--- src/rtl/rr_arbiter_8.sv ---
// rr_arbiter_8 -- eight-way round-robin arbiter for a shared 32-bit adder.
// A grant is held for a whole transaction and released when the holder drops
// its request; every release is followed by exactly one idle (dead) cycle.
// Optional feature macro: ARB_TIMEOUT_EN -- when defined, a hold counter
// preempts a holder after MAX_HOLD consecutive grant cycles and pulses preempt.
module rr_arbiter_8 #(
  parameter int unsigned MAX_HOLD = 16
) (
  input  logic       clk,
  input  logic       rst,
  input  logic [7:0] req,
  output logic [7:0] gnt,
  output logic [2:0] gnt_idx,
  output logic       gnt_valid,
  output logic       preempt
);

  typedef enum logic {
    IDLE  = 1'b0,
    GRANT = 1'b1
  } state_e;

  state_e     state_q, state_d;
  logic [2:0] ptr_q, ptr_d;
  logic [7:0] gnt_q, gnt_d;
  logic [2:0] gnt_idx_q, gnt_idx_d;
  logic       gnt_valid_q, gnt_valid_d;

  logic       win_found_s;
  logic [2:0] win_idx_s;

`ifdef ARB_TIMEOUT_EN
  localparam logic [7:0] MAX_HOLD_C = 8'(MAX_HOLD);

  logic [7:0] hold_q, hold_d;
  logic       preempt_q, preempt_d;
`else
  // MAX_HOLD has no effect when the timeout is not built.
  logic [7:0] max_hold_unused_s;
  assign max_hold_unused_s = 8'(MAX_HOLD);
`endif

  // Round-robin search: scan from ptr upward (mod 8); the lowest scan offset
  // with a set request wins, so iterate from the far end and let it overwrite.
  always_comb begin
    win_found_s = |req;
    win_idx_s   = ptr_q;
    for (int i = 7; i >= 0; i--) begin
      win_idx_s = req[3'(ptr_q + 3'(i))] ? 3'(ptr_q + 3'(i)) : win_idx_s;
    end
  end

  // Next-state logic for the IDLE/GRANT machine and all registered outputs.
  always_comb begin
    state_d     = state_q;
    ptr_d       = ptr_q;
    gnt_d       = gnt_q;
    gnt_idx_d   = gnt_idx_q;
    gnt_valid_d = gnt_valid_q;
`ifdef ARB_TIMEOUT_EN
    hold_d      = hold_q;
    preempt_d   = 1'b0;
`endif
    case (state_q)
      IDLE: begin
        if (win_found_s) begin
          state_d     = GRANT;
          gnt_idx_d   = win_idx_s;
          gnt_d       = 8'h01 << win_idx_s;
          gnt_valid_d = 1'b1;
          ptr_d       = 3'(win_idx_s + 3'd1);
`ifdef ARB_TIMEOUT_EN
          hold_d      = 8'd1;
`endif
        end else begin
          gnt_d       = 8'h00;
          gnt_idx_d   = 3'd0;
          gnt_valid_d = 1'b0;
        end
      end
      GRANT: begin
        if (!req[gnt_idx_q]) begin
          // Holder finished: a drop on the timeout cycle is a normal release.
          state_d     = IDLE;
          gnt_d       = 8'h00;
          gnt_idx_d   = 3'd0;
          gnt_valid_d = 1'b0;
`ifdef ARB_TIMEOUT_EN
          hold_d      = 8'd0;
        end else if (hold_q == MAX_HOLD_C) begin
          // Holder overstayed; ptr already points past it, so others go first.
          state_d     = IDLE;
          gnt_d       = 8'h00;
          gnt_idx_d   = 3'd0;
          gnt_valid_d = 1'b0;
          hold_d      = 8'd0;
          preempt_d   = 1'b1;
`endif
        end else begin
          state_d = GRANT;
`ifdef ARB_TIMEOUT_EN
          hold_d  = (hold_q == 8'hFF) ? hold_q : 8'(hold_q + 8'd1);
`endif
        end
      end
      default: begin
        state_d     = IDLE;
        gnt_d       = 8'h00;
        gnt_idx_d   = 3'd0;
        gnt_valid_d = 1'b0;
      end
    endcase
  end

  // State, pointer and output registers with synchronous reset.
  always_ff @(posedge clk) begin
    if (rst) begin
      state_q     <= IDLE;
      ptr_q       <= 3'd0;
      gnt_q       <= 8'h00;
      gnt_idx_q   <= 3'd0;
      gnt_valid_q <= 1'b0;
`ifdef ARB_TIMEOUT_EN
      hold_q      <= 8'd0;
      preempt_q   <= 1'b0;
`endif
    end else begin
      state_q     <= state_d;
      ptr_q       <= ptr_d;
      gnt_q       <= gnt_d;
      gnt_idx_q   <= gnt_idx_d;
      gnt_valid_q <= gnt_valid_d;
`ifdef ARB_TIMEOUT_EN
      hold_q      <= hold_d;
      preempt_q   <= preempt_d;
`endif
    end
  end

  assign gnt       = gnt_q;
  assign gnt_idx   = gnt_idx_q;
  assign gnt_valid = gnt_valid_q;
`ifdef ARB_TIMEOUT_EN
  assign preempt   = preempt_q;
`else
  assign preempt   = 1'b0;
`endif

endmodule

--- config.mk ---
export PLATFORM = sky130hd
export DESIGN_NAME = rr_arbiter_8
export DESIGN_NICKNAME = d
export VERILOG_FILES = /design/src/rtl/rr_arbiter_8.sv
export SDC_FILE = /design/constraint.sdc
export NUM_CORES = 1
export LEC_CHECK = 0
export CORE_MARGIN = 2
export CORE_UTILIZATION = 54
export DETAILED_ROUTE_END_ITERATION = 12
export GPL_TIMING_DRIVEN = 0
export HOLD_SLACK_MARGIN = 0.05
export PLACE_DENSITY_LB_ADDON = 0.3
export SYNTH_ARGS = -nofsm -noshare
export SYNTH_HDL_FRONTEND = slang
export SYNTH_SLANG_ARGS = --single-unit
export TNS_END_PERCENT = 100
--- constraint.sdc ---
create_clock -name clk -period 4 [get_ports clk]
set_clock_uncertainty 0.05 [all_clocks]
set_input_delay 0.4 -clock clk [delete_from_list [all_inputs] [get_ports clk]]
set_output_delay 0.4 -clock clk [all_outputs]
set_load 0.01 [all_outputs]
## Yosys cells after proc, flatten, opt, wreduce, memory -nomap -nowiden

Index checks and enable logic that the tools add are counted.

- Memory bits (read-only): 0
- Latch bits: 0
- Memories: 0
- Output and inout bits: 13
- RAM bits: 0
- Word-level logic and storage cells: 64
- Register bits after elaboration: 16

- Bitwise logic cells: 1
- Div/mod/pow operators: 0
- Order comparisons: 9
- $add $sub $neg: 8
- Shifts and indexed selects: 1
- Reductions and logical operators: 2
- Multiplexer cells: 37
- Equality and inequality tests: 1
- Multipliers: 0

Operator list:

| operator | count |
|---|---|
| $lt 3x4->1 const B | 9 |
| $mux 3 | 10 |
| $bmux 1 s3 | 9 |
| $mux 8 | 2 |
| $pmux 8 s2 | 1 |
| $add 3x3->3 const B | 4 |
| $mux 1 | 12 |
| $reduce_or 8->1 | 1 |
| $shl 1x3->8 const A | 1 |
| $add 3x1->3 const B | 2 |
| $add 3x2->3 const B | 2 |
| $pmux 3 s2 | 1 |
| $pmux 1 s2 | 2 |
| $ne 2x2->1 const B | 1 |
| $reduce_and 2->1 | 1 |
| $not 1->1 | 1 |

## Longest topological paths before layout

Gate-level depths: netlist of the first run.

- Depth after elaboration: 14
- Depth in mapped cells: 14
- Mapped depth without buffers: 12

## Worst setup path before layout of the first run

No wires, ideal clock.

- Path type: register to register
- Start point: register ptr_q[1]
- End point: register ptr_q[2]
- Setup slack: 678 ps
- Clock period less this slack: 3322 ps
- Stages on the path, launching flop included: 15
- Required time: 3820 ps
- Arrival: 3142 ps
- Path through: dfxtp_1 buf_4 inv_1 ha_1 buf_6 mux4_2 mux2_2 o22a_1 nand3_1 a31oi_2 o31a_4 nor2b_1 ha_1 a21oi_1 nor2_1

- Longest elaborated chain between the ends: 12

RTL lines:

| item | line | text |
|---|---|---|
| start, declared | 24 | `logic [2:0] ptr_q, ptr_d;` |
| start signal, assigned | 129 | `ptr_q <= ptr_d;` |
| $add 3x3->3 | 49 | `win_idx_s = req[3'(ptr_q + 3'(i))] ? 3'(ptr_q + 3'(i)) : win_idx_s;` |
| $bmux 1 s3 | 49 |  |
| $mux 1 (not written as such) | 49 |  |
| $mux 3 (7 in series) | 49 |  |
| $mux 3 (*) | 49 |  |
| $add 3x1->3 (*) | 71 | `ptr_d = 3'(win_idx_s + 3'd1);` |

Mark *: on every way between the ends. The rest lies on a longest branch, timed or not. The select of a mux whose other input is x is not followed.
A chain may end at the register's enable or synchronous reset.

## Worst setup path in the final report of the first run

Same ends and word-level chain as after synthesis.

==> impl_metrics.ini, run 1 <==
[status]
outcome = finished, final reports clean

[timing]
period_share = 0.917
hold_violations = 0
fin_ws_ns = 0.333
finalSetupViolations = 0
period_needed_ns = 3.67
max_clock_freq_mhz = 273
rsz0062_at_grt = false
slew_viol_final = 0
setup_tns_ns = 0

[global_route]
grt_pass1_wl_um = 6000
grt_pass1_vias = 1304
grt_usage = 0.239
antenna_found_initial = 0
grt_max_degree = 11
grt_overflow = 0

[critical_path]
timing.rr.start = ptr_q[1]
endpoint_kind = flop
path_max_fanout = 10
critical_path_class = reg -> reg
rrSetupSlack_ns = 0.33
crit_path_start_kind = flop
reg2reg_to = ptr_q[2]
crit_arrival_ns = 3.80
r2r_cells = 14
required_ns = 4.13

[logic_synthesis]
yosysUniqueCellTypes = 52
synth_top_area_frac = 0.219
yosys_warnings = 0
netlist_area_mm2 = 0.00146
synth_cells = 152
synth_top_area_cell = dfxtp_1
synth_edf_count = 0
ys_top_cells_by_area = dfxtp_1 22%, mux4_2 15%, a21oi_1 4.1%, nand2_1 3.6%, mux2i_4 3.1%
seq_area_frac_synth = 0.219
syn-num-nets = 165
synth_ff_type = dfxtp_1
async_flop_share = 0
synth_area_per_cell_um2 = 9.62
ys_ff_latch = 16

[placement]
portBuffers = 20
dp_hpwl_um = 2660
dpl_cell_area_mm2 = 0.00170
dp_slack_ns = 0.341
gp_congestion = 0.882

[routing]
drt-pass1-iter-count = 4
drc = 0
vias = 1323
detail-route-antenna-nets = 0
drt_iter0_drc = 52
routedWlPerCell_um = 16.5
vias_per_cell = 6.42
postRouteWirelength_um = 3400

[clocking]
clock-sinks = 16
cts_tree = done
postCtsSetupBuffers = 0
cts_root_buffer = clkbuf_4
path_clk_slew_ns = 0.09
numCtsBuffers = 3
cts_buffer_depth = 2
clock_latency_ns = 0.30
htreeDepth = 1

[min_path]
min_from = gnt[6]
worstHoldEndpoint = gnt[6]
worstHoldPathType = reg -> reg
hold_depth = 2

[cells_and_area]
drive_above_1_share = 0.199
design_area_mm2 = 0.00174
register_area_um2 = 320
fin_nets = 190
n_antenna_cell = 0
multi_input_area_mm2 = 0.00106
fillers = 228
area_growth_pct = 19.0

[power]
powerDensity_mw_per_mm2 = 795
peakVddDrop_v = 0.000518
p_leak_nw = 0.620

[floorplanning]
die_area_mm2 = 0.00314
io_pins = 23
die_y_um = 56.0
die_x_um = 56.0
initial_core_util = 0.580
num_rows = 18
core_mm2 = 0.00252

[job]
cap_violations = 0
worst max-delay path by stage:
stage	from	end
after floorplan	ptr_q[1]	ptr_q[2]
after global placement	ptr_q[1]	ptr_q[2]
after detailed placement	ptr_q[1]	ptr_q[2]
after CTS	ptr_q[1]	ptr_q[2]
after global routing	ptr_q[1]	gnt[7]
final	ptr_q[1]	ptr_q[2]
worst max-delay path, cell delays in order, from the launching register on:
cell and delay (ns):
dfxtp_1 0.46, buf_4 0.25, inv_1 0.11, ha_1 0.31, buf_6 0.13, mux4_2 0.58
mux2_2 0.32, o22a_1 0.19, nand3_1 0.10, a31oi_2 0.09, o31a_4 0.34, nor2b_1 0.15
ha_1 0.28, a21oi_1 0.13, nor2_1 0.05
sequential cells by signal (all words and copies together) (netlist names):
signal and count:
gnt 8, state_q 1, gnt_idx 3, ptr_q 3, gnt_valid 1
routing by layer:
metal	routed length, µm	part of all wire	up-vias	track usage
met3	307	0.090	4	0.0581
met5	0	0	-	0
met4	34	0.010	0	0.0714
met2	1640	0.48	69	0.388
li1	-	-	620	-
met1	1420	0.42	630	0.314
synth_stat cells, types with 3 or more instances:
library cell,instances
nand3b_1,4
dfxtp_1,16
inv_1,7
nand2_1,14
ha_1,3
o21ai_0,6
mux2i_1,3
o21ai_1,4
mux4_2,10
clkbuf_1,5
nand2b_1,3
nor2_1,11
a21oi_1,12
nor2b_1,4
buf_4,3
logic make-up (layout without fill, tap and decap cells):
group / after synthesis / in the layout / share of synthesized area
compound gates: 43 / 43 / 0.220
xor+xnor: 5 / 5 / 0.0607
fa+ha+maj: 3 / 3 / 0.0257
buf+inv: 17 / 41 / 0.0616
flops: 16 / 16 / 0.219
mux: 19 / 19 / 0.240
other cells: 1 / 1 / 0.00256
simple gates: 48 / 48 / 0.170
power by group:
group	leakage [nW]	total (W)	internal [W]	switching, W
Combinational	0.468	0.00104	0.000489	0.000547
Sequential	0.131	0.000241	0.000205	0.0000353
Clock	0.0210	0.000108	0.0000556	0.0000526
layout by cell type (no fill, tap or decap), types with 3 or more instances in the layout:
cell type | netlist | layout
clkdlybuf4s50_1 | 0 | 20
dfxtp_1 | 16 | 16
nand2_1 | 14 | 14
a21oi_1 | 12 | 12
nor2_1 | 11 | 11
mux4_2 | 10 | 10
inv_1 | 7 | 7
o21ai_0 | 6 | 6
clkbuf_1 | 5 | 5
nor2b_1 | 4 | 4
nand3b_1 | 4 | 4
buf_4 | 3 | 3
mux2i_1 | 3 | 3
nand2b_1 | 3 | 3
o21ai_1 | 4 | 3
ha_1 | 3 | 3
clkbuf_4 | 0 | 3
layout make-up:
cell class | count | share of cell area
clock buffer | 4 | 0.0208
buffer | 10 | 0.0367
inverter | 7 | 0.0151
tap | 30 | 0.0216
timing repair buffer | 20 | 0.115
multi-input combinational | 119 | 0.607
sequential | 16 | 0.184
per-stage QoR:
stage	power, W	util	instances	hold WS [ns]
after floorplan	0.00104	-	152	0.426
after global placement	0.00123	0.674	202	0.391
after CTS	0.00138	0.688	206	0.412
final	0.00138	0.690	206	0.414
after detailed placement	0.00127	0.674	202	0.396
after global routing	0.00150	0.690	206	0.426
timing repair:
action                                  in CTS  in global routing
hold endpoints to repair                     0                  0
endpoints found under the setup margin       0                  1
hold buffers                                 0                  0
resized for setup                            0                  1
(Power assumes the default switching activity.)
==> run 2, diff against run 1 <==
--- a/config.mk
+++ b/config.mk
@@ -11,6 +11,7 @@
 export GPL_TIMING_DRIVEN = 0
 export HOLD_SLACK_MARGIN = 0.05
 export PLACE_DENSITY_LB_ADDON = 0.3
+export SKIP_LAST_GASP = 1
 export SYNTH_ARGS = -nofsm -noshare
 export SYNTH_HDL_FRONTEND = slang
 export SYNTH_SLANG_ARGS = --single-unit
==> results of run 2 <==
Final layout, timing and power as in run 1 (identical DEF).
